## config.mk

```make
export PLATFORM = sky130hd
export DESIGN_NAME = ascon_in_packer
export DESIGN_NICKNAME = d
export VERILOG_FILES = /design/src/rtl/ascon_pkg.sv /design/src/rtl/ascon_blk_fifo.sv /design/src/rtl/ascon_in_packer.sv
export SDC_FILE = /design/constraint.sdc
export NUM_CORES = 2
export LEC_CHECK = 0
export CAP_MARGIN = 30
export CORE_MARGIN = 2
export CORE_UTILIZATION = 35
export CTS_CLUSTER_SIZE = 12
export DETAILED_ROUTE_END_ITERATION = 16
export PLACE_DENSITY = 0.55
export REMOVE_ABC_BUFFERS = 1
export SYNTH_ARGS = -nofsm -noshare
export SYNTH_HDL_FRONTEND = slang
export SYNTH_SLANG_ARGS = --single-unit
export TNS_END_PERCENT = 10
```

## constraint.sdc

```tcl
create_clock -name clk -period 19.75 [get_ports clk]
set_input_delay 3.95 -clock clk [delete_from_list [all_inputs] [get_ports clk]]
set_output_delay 3.95 -clock clk [all_outputs]
set_load 0.005 [all_outputs]
```

## src/rtl/ascon_pkg.sv

```systemverilog
// Shared constants and types for the Ascon input path.
package ascon_pkg;

    localparam int ASCON_BLK_W = 128;
    localparam int WORD_W      = 32;
    localparam logic [7:0] PAD_BYTE = 8'h80;

    typedef enum logic [1:0] {
        S_AD   = 2'd0,
        S_PT   = 2'd1,
        S_PAD  = 2'd2,
        S_HOLD = 2'd3
    } state_e;

    // Keeps the leading nb bytes of a word (byte 0 lives in [31:24]).
    function automatic logic [WORD_W-1:0] byte_mask(input logic [2:0] nb);
        case (nb)
            3'd0:    byte_mask = 32'h0000_0000;
            3'd1:    byte_mask = 32'hFF00_0000;
            3'd2:    byte_mask = 32'hFFFF_0000;
            3'd3:    byte_mask = 32'hFFFF_FF00;
            default: byte_mask = 32'hFFFF_FFFF;
        endcase
    endfunction

endpackage

```

## src/rtl/ascon_blk_fifo.sv

```systemverilog
// Block FIFO, DEPTH x W. A push on a full FIFO is honoured only alongside a pop.
module ascon_blk_fifo #(
    parameter int DEPTH = 16,
    parameter int W     = 128
) (
    input  logic                       clk,
    input  logic                       i_rst,
    input  logic                       push,
    input  logic [W-1:0]               wdata,
    input  logic                       pop,
    output logic [W-1:0]               rdata,
    output logic                       full,
    output logic                       empty,
    output logic [$clog2(DEPTH):0]     count
);

    localparam int AW = $clog2(DEPTH);

    logic [W-1:0]  mem_q [DEPTH];
    logic [AW-1:0] wptr_q, wptr_d, rptr_q, rptr_d;
    logic [AW:0]   cnt_q, cnt_d;
    logic          push_ok, pop_ok;

    assign full    = (cnt_q == (AW+1)'(DEPTH));
    assign empty   = (cnt_q == '0);
    assign count   = cnt_q;
    assign rdata   = mem_q[rptr_q];
    assign pop_ok  = pop && !empty;
    assign push_ok = push && (!full || pop_ok);

    always_comb begin
        wptr_d = wptr_q;
        rptr_d = rptr_q;
        cnt_d  = cnt_q;
        if (push_ok) wptr_d = wptr_q + 1'b1;
        if (pop_ok)  rptr_d = rptr_q + 1'b1;
        case ({push_ok, pop_ok})
            2'b10:   cnt_d = cnt_q + 1'b1;
            2'b01:   cnt_d = cnt_q - 1'b1;
            default: cnt_d = cnt_q;
        endcase
    end

    always_ff @(posedge clk or negedge i_rst) begin
        if (!i_rst) begin
            wptr_q <= '0;
            rptr_q <= '0;
            cnt_q  <= '0;
        end else begin
            wptr_q <= wptr_d;
            rptr_q <= rptr_d;
            cnt_q  <= cnt_d;
        end
    end

    // Storage is not reset; pointers alone define what is visible.
    always_ff @(posedge clk) begin
        if (push_ok) mem_q[wptr_q] <= wdata;
    end

endmodule

```

## src/rtl/ascon_in_packer.sv

```systemverilog
// Packs AD/PT word streams into 10*-padded 128-bit blocks for ascon_enc,
// buffers them, and tracks per-segment block counts.
module ascon_in_packer
    import ascon_pkg::*;
#(
    parameter int DEPTH = 16,
    parameter int LEN_W = 10
) (
    input  logic                   clk,
    input  logic                   i_rst,
    input  logic                   s_valid,
    output logic                   s_ready,
    input  logic [WORD_W-1:0]      s_data,
    input  logic                   s_type,
    input  logic                   s_last,
    input  logic [2:0]             s_bytes,
    input  logic                   i_nxt_data,
    output logic [ASCON_BLK_W-1:0] o_data,
    output logic [LEN_W-1:0]       o_a_len,
    output logic [LEN_W-1:0]       o_m_len,
    output logic                   o_msg_ready,
    output logic                   o_err,
    output logic                   o_underflow
);

    localparam logic [LEN_W-1:0] LEN_MAX = '1;
    localparam logic [ASCON_BLK_W-1:0] PAD_BLK = {PAD_BYTE, {(ASCON_BLK_W-8){1'b0}}};

    state_e                 state_q, state_d;
    logic [ASCON_BLK_W-1:0] acc_q, acc_d, data_q, data_d, blk, push_blk;
    logic [1:0]             widx_q, widx_d;
    logic                   pad_seg_q, pad_seg_d, err_q, err_d, uf_q, uf_d;
    logic [LEN_W-1:0]       a_len_q, a_len_d, m_len_q, m_len_d;
    logic                   push, push_seg;
    logic [2:0]             nb;
    logic [4:0]             off;
    logic [6:0]             wbase, pbase;
    logic [ASCON_BLK_W-1:0] fifo_head;
    logic                   fifo_full, fifo_empty;
    logic [$clog2(DEPTH):0] fifo_cnt;

    ascon_blk_fifo #(.DEPTH(DEPTH), .W(ASCON_BLK_W)) u_fifo (
        .clk   (clk),
        .i_rst (i_rst),
        .push  (push),
        .wdata (push_blk),
        .pop   (i_nxt_data),
        .rdata (fifo_head),
        .full  (fifo_full),
        .empty (fifo_empty),
        .count (fifo_cnt)
    );

    assign s_ready     = ((state_q == S_AD) || (state_q == S_PT)) && !fifo_full;
    assign o_data      = data_q;
    assign o_a_len     = a_len_q;
    assign o_m_len     = m_len_q;
    assign o_msg_ready = (state_q == S_HOLD);
    assign o_err       = err_q;
    assign o_underflow = uf_q;

    always_comb begin
        state_d   = state_q;
        acc_d     = acc_q;
        widx_d    = widx_q;
        pad_seg_d = pad_seg_q;
        err_d     = err_q;
        a_len_d   = a_len_q;
        m_len_d   = m_len_q;
        push      = 1'b0;
        push_blk  = '0;
        push_seg  = (state_q == S_PT);
        nb        = (s_last && (s_bytes <= 3'd4)) ? s_bytes : 3'd4;
        off       = {1'b0, widx_q, 2'b00} + {2'b00, nb};
        wbase     = 7'd127 - {widx_q, 5'd0};
        pbase     = 7'd127 - {off[3:0], 3'b000};
        blk       = acc_q;
        blk[wbase -: WORD_W] = s_data & byte_mask(nb);

        case (state_q)
            S_AD, S_PT: begin
                if (s_valid && s_ready) begin
                    if (s_type != (state_q == S_PT)) begin
                        err_d = 1'b1;
                    end else begin
                        if (s_last && (s_bytes > 3'd4)) err_d = 1'b1;
                        if (s_last) begin
                            acc_d  = '0;
                            widx_d = '0;
                            push   = 1'b1;
                            // off==16: data ends on a block boundary, pad goes in its own block
                            if (off[4]) begin
                                push_blk  = blk;
                                pad_seg_d = (state_q == S_PT);
                                state_d   = S_PAD;
                            end else begin
                                push_blk = blk;
                                push_blk[pbase -: 8] = PAD_BYTE;
                                state_d  = (state_q == S_PT) ? S_HOLD : S_PT;
                            end
                        end else if (widx_q == 2'd3) begin
                            push     = 1'b1;
                            push_blk = blk;
                            acc_d    = '0;
                            widx_d   = '0;
                        end else begin
                            acc_d  = blk;
                            widx_d = widx_q + 2'd1;
                        end
                    end
                end
            end
            S_PAD: begin
                push_seg = pad_seg_q;
                if (!fifo_full) begin
                    push     = 1'b1;
                    push_blk = PAD_BLK;
                    state_d  = pad_seg_q ? S_HOLD : S_PT;
                end
            end
            default: begin
                if (fifo_cnt == '0) begin
                    state_d = S_AD;
                    a_len_d = '0;
                    m_len_d = '0;
                end
            end
        endcase

        if (push) begin
            if (push_seg) begin
                if (m_len_q == LEN_MAX) err_d = 1'b1;
                else                    m_len_d = m_len_q + 1'b1;
            end else begin
                if (a_len_q == LEN_MAX) err_d = 1'b1;
                else                    a_len_d = a_len_q + 1'b1;
            end
        end

        data_d = data_q;
        uf_d   = uf_q;
        if (i_nxt_data) begin
            data_d = fifo_empty ? '0 : fifo_head;
            if (fifo_empty) uf_d = 1'b1;
        end
    end

    always_ff @(posedge clk or negedge i_rst) begin
        if (!i_rst) begin
            state_q   <= S_AD;
            acc_q     <= '0;
            widx_q    <= '0;
            pad_seg_q <= 1'b0;
            err_q     <= 1'b0;
            uf_q      <= 1'b0;
            a_len_q   <= '0;
            m_len_q   <= '0;
            data_q    <= '0;
        end else begin
            state_q   <= state_d;
            acc_q     <= acc_d;
            widx_q    <= widx_d;
            pad_seg_q <= pad_seg_d;
            err_q     <= err_d;
            uf_q      <= uf_d;
            a_len_q   <= a_len_d;
            m_len_q   <= m_len_d;
            data_q    <= data_d;
        end
    end

endmodule
```

## After elaboration in Yosys (flattened, before gate mapping)

Memories as Yosys holds them, arrays and structs flattened.
Cells that the tools add are included.

- Memories: 1
- Word-level logic and storage cells: 124
- Output and inout bits: 152
- Bits in latches: 0
- Input bits: 41
- RAM bits: 2048
- Memory bits (read-only): 0
- Bits in registers: 296

- Reduce and logical (&&, ||, !) cells: 21
- Div/mod/pow operators: 0
- Bitwise operators: 2
- $mul: 0
- Shift operators: 4
- Eq/ne operators: 17
- $lt $le $gt $ge: 2
- Add/subtract/negate cells: 12
- Multiplexer cells: 53

Memory list:

| memory | words | bits a word | rd ports | clocked after memory_dff | write ports | RTL line | text |
|---|---|---|---|---|---|---|---|
| u_fifo.mem_q | 16 | 128 | 1 | 0 | 1 | ascon_blk_fifo.sv:19 | `logic [W-1:0] mem_q [DEPTH];` |

Operators with widths:

| kind | number |
|---|---|
| $mux 128 | 9 |
| $bwmux 128 | 2 |
| $pmux 128 s2 | 1 |
| $shift 32x9->159 const A | 1 |
| $shiftx 32x9->159 | 1 |
| $shift 8x9->135 const A | 1 |
| $shiftx 8x9->135 const A | 1 |
| $pmux 32 s4 | 1 |
| $mux 10 | 10 |
| $and 32x32->32 | 1 |
| $add 10x1->10 const B | 2 |
| $eq 10x10->1 const B | 2 |
| $mux 2 | 10 |
| $neg 7->9 | 2 |
| $mux 1 | 16 |
| $sub 7x7->7 const A | 2 |
| $pmux 5 s2 | 1 |
| $reduce_and 5->1 | 2 |
| $add 4x1->4 const B | 2 |
| $eq 2x2->1 const B | 4 |
| $ne 2x2->1 const B | 4 |
| $eq 3x2->1 const B | 2 |
| $logic_and 1x1->1 | 6 |
| $add 4x3->5 | 1 |
| 24 further kinds | 27 |

## Longest topological paths before layout

- Word-level depth: 14
- Depth in mapped cells: 13

## Cells and area by module

A second synthesis with hierarchy kept.

- Cell total of the unflattened synthesis: 4755
- Area, all modules: 91104.9 µm²

Modules (own cells, without submodules):

| module | sequential area each (µm²) | cells an instance | area each (µm²) | instances |
|---|---|---|---|---|
| ascon_blk_fifo | 61824.3 | 3228 | 77400.5 | 1 |
| ascon_in_packer | 7081.8 | 1527 | 13704.4 | 1 |

## Least setup slack after synthesis

No wires, ideal clock.

- Kind: input port to flip-flop
- From: input s_type
- To: memory u_fifo.mem_q[3][0], enable pin
- Buffers on the path: 0
- Path slack: 5.617 ns
- Cell stages on the path: 5
- Arrival: 13.361 ns
- Setup time: 0.772 ns
- Cells stage by stage: nor2b_1 > a211o_1 > nor3b_4 > nand2_1 > nor3_1

- Longest elaborated chain between the ends: 7

Ends and longest elaborated chain:

| item | RTL line | text |
|---|---|---|
| from (decl) | ascon_in_packer.sv:14 | `input logic s_type,` |
| $ne 1x1->1 | ascon_in_packer.sv:83 | `if (s_type != (state_q == S_PT)) begin` |
| $mux 1 | ascon_in_packer.sv:83 |  |
| $mux 1 | ascon_in_packer.sv:82 | `if (s_valid && s_ready) begin` |
| $pmux 1 s2 | ascon_in_packer.sv:80 | `case (state_q)` |
| $logic_and 1x1->1 | ascon_blk_fifo.sv:29 | `assign push_ok = push && (!full \|\| pop_ok);` |
| $mux 1 | ascon_blk_fifo.sv:58 | `if (push_ok) mem_q[wptr_q] <= wdata;` |
| $mux 1 (not written as such) | ascon_blk_fifo.sv:58 |  |
| to (decl) | ascon_blk_fifo.sv:19 |  |

Every way passes these cells.

## Worst setup path in the final report

- From: input s_last
- To: memory u_fifo.mem_q[12][109], enable pin

- Longest elaborated chain between the ends: 7

Ends and longest elaborated chain:

| item | RTL line | text |
|---|---|---|
| from (decl) | ascon_in_packer.sv:15 | `input logic s_last,` |
| $mux 1 | ascon_in_packer.sv:87 | `if (s_last) begin` |
| $mux 1 | ascon_in_packer.sv:83 |  |
| $mux 1 | ascon_in_packer.sv:82 |  |
| $pmux 1 s2 | ascon_in_packer.sv:80 |  |
| $logic_and 1x1->1 | ascon_blk_fifo.sv:29 |  |
| $mux 1 | ascon_blk_fifo.sv:58 |  |
| $mux 1 (not written as such) | ascon_blk_fifo.sv:58 |  |

Every way passes these cells.

==> out/qor.yml <==
pre_cts_slack_ns: 11.05
fin_ws_ns: 12.01
antenna_found_initial: 26
synth_top_flop_cell: "edfxtp_1"
drtPass1Iterations: 6
synth-edff-count: 2048
ios: 193
critical_path_required_ns: 20.23
remaining_drc_errors: 0
clkSinkCount: 2344
drive_gt1_share_pct: 23.3
timing.rr.start: "u_fifo.rptr_q[0]"
synthToLayoutAreaGrowth_pct: 15.6
cts_made_buffers: 238
avgSynthCellArea_sq_um: 20.6
layout.nets: 4749
yosysMostFrequentCell: "edfxtp_1"
synth_top_area_share_pct: 68.1
grt_pass1_wl_mm: 352
synth_cells: 4392
wirelength_mm: 247
clock_skew_ns: 0.0673
endpoint: "u_fifo.mem_q[12][109]"
switchingPower_mw: 4.49
die_area_sq_mm: 0.262
synth_common_cells: "2048 x edfxtp_1, 512 x mux4_2, 341 x a22oi_1"
place_area_sq_mm: 0.0965
setup_viol: 0
slew_headroom_pct: 25.7
synth.distinct_cells: 68
cts_setup_buffers: 0
status: "finished, final reports clean"
design_area_sq_mm: 0.104
p_sw_share_pct: 30.9
power_mw: 14.5
cts_resized: 0
cp.arrival_ns: 8.22
rr_worst_depth: 8
power.leakage_nw: 32.4
die_h_um: 512
clk_latency_ns: 0.91
detail_route.wl_per_cell_um: 29.8
min_period_over_period_pct: 39.2
syn_area_sq_mm: 0.0903
hpwl_mm: 131
cts_tree: "done"
final_max_slew_viol_count: 0
overflow: 0
internal_power_mw: 10.0
end_kind: "register"
yosys-top-cells-area: "edfxtp_1 68%, mux4_2 13%, dfrtp_1 8.2%"
num_vias: 46025
cts.path.max_buffers: 3
vias_per_cell: 5.56
port_buffers: 192
hold_path_class: "register to register"
clock-root-buffer: "clkbuf_16"
async_reset_ff_share_pct: 12.6
clkTransAtPathRegs_ns: 0.06
holdBufCountCts: 0
gp_congestion: 0.786
htree_levels: 4
r2r_slack_ns: 14.75
rsz0062_at_grt: "no"
finalHoldViolCount: 0
power_frac_seq_pct: 41.7
synth_top_cell_by_area: "edfxtp_1"
startpoint: "s_last"
cp-start-kind: "input pin"
pwr-share-clk_pct: 29.8
max_clock_freq_mhz: 129
yosys_register_bits: 2344
p_comb_share_pct: 28.5
worstMarginPinSlew_ns: 1.11
gr-usage-all-layers_pct: 18.6
num_rows: 186
cap_viol_max_count: 0
crit_type: "input pin to register"
yosysWarnings: 0
r2r-end: "o_data[75]"
die_w_um: 512
antenna_left: 0
fp.coreArea_sq_mm: 0.257
grt_max_degree: 128
seq_area_frac_synth_pct: 76.3
dr.first_iter.drc_count: 4854
ir_drop_mv: 0.110
powerDensity_mw_per_mm2: 139
first_global_vias: 47339
tns_ns: 0
start_util_pct: 35.2
crit_path_max_fanout: 41
min_period_ns: 7.74
[sequential cells by signal, indices dropped and copies added (netlist names)]
register,flops
u_fifo.mem_q,2048
acc_q,128
o_data,128
o_a_len,10
o_m_len,10
u_fifo.count,5
u_fifo.rptr_q,4
u_fifo.wptr_q,4
state_q,2
widx_q,2
o_err,1
o_underflow,1
pad_seg_q,1
[cells by family after synthesis]
| group | share of synthesized area, % |
|---|---|
| flops | 76.3 |
| compound gates | 5.38 |
| mux | 14.4 |
| simple gates | 2.12 |
| buf+inv | 1.37 |
| fa+ha+maj | 0.258 |
| xor+xnor | 0.145 |
[worst min-delay path by stage]
stage / from / depth (start not counted) / slack, ns / end
detailed placement: acc_q[39] / 2 / 0.46 / acc_q[39]
CTS: acc_q[39] / 2 / 0.48 / acc_q[39]
floorplan: acc_q[39] / 2 / 0.44 / acc_q[39]
global route: o_underflow / 1 / 0.49 / o_underflow
global placement: o_underflow / 1 / 0.45 / o_underflow
finish: o_underflow / 1 / 0.47 / o_underflow
[metal layers]
| layer | wire length, um | track usage, % | up-vias | part of all wire, % |
|---|---|---|---|---|
| met3 | 14800 | 2.76 | 367 | 6.0 |
| met1 | 107000 | 26.3 | 25000 | 43 |
| met4 | 7760 | 5.90 | 0 | 3.1 |
| li1 | - | - | 18918 | - |
| met5 | 0 | 0 | - | 0 |
| met2 | 117000 | 29.6 | 1740 | 48 |
[layout make-up]
type / count / area (sq um)
inverter: 30 / 113
sequential: 2344 / 68900
clock buffer: 372 / 6750
antenna: 10 / 25.0
clock inverter: 69 / 697
tap: 3384 / 4230
fill: 22604 / 152000
timing repair buffer: 324 / 3330
multi-input combinational: 1752 / 20300
[through the flow]
| stage | std cells | hold slack [ns] | util [%] |
|---|---|---|---|
| floorplan | 4126 | 0.441 | - |
| global placement | 7790 | 0.451 | 37.5 |
| detailed placement | 7804 | 0.462 | 37.6 |
| CTS | 8245 | 0.476 | 40.5 |
| global route | 8281 | 0.489 | 40.7 |
| finish | 8285 | 0.468 | 40.7 |
[worst max-delay path, cell delays in order]
cell and delay [ns]:
clkdlybuf4s50_1 0.46, buf_4 0.24, or2_1 0.50, a21oi_1 0.21, nor3b_4 0.27, buf_4 0.33
and3_4 0.64, buf_4 0.70, buf_4 0.79
[power by group through the flow]
stage,combinational (mW),clock (mW),sequential (mW)
CTS,4.18,4.41,6.05
global placement,4.11,0,6.16
global route,4.40,4.60,6.09
detailed placement,4.17,0,6.15
finish,4.13,4.33,6.04
floorplan,3.62,0,6.46
[layout by cell type, fill, tap and decap left out, types with 12 or more instances in the layout]
cell and instances:
a21oi_1 150, a2bb2oi_1 14, clkbuf_8 32, nand3_1 28, a32oi_1 16, a22oi_1 341
clkbuf_1 108, buf_12 12, ha_1 17, edfxtp_1 2048, nand2_1 92, clkinv_2 17
clkdlybuf4s50_1 190, and3_4 15, nor2b_1 42, nor2_1 129, and2_1 25, mux2_2 129
buf_4 97, clkbuf_16 241, dfrtp_1 294, inv_1 26, o2bb2ai_1 96, clkinv_1 22
mux4_2 512
(Power assumes the default switching activity.)
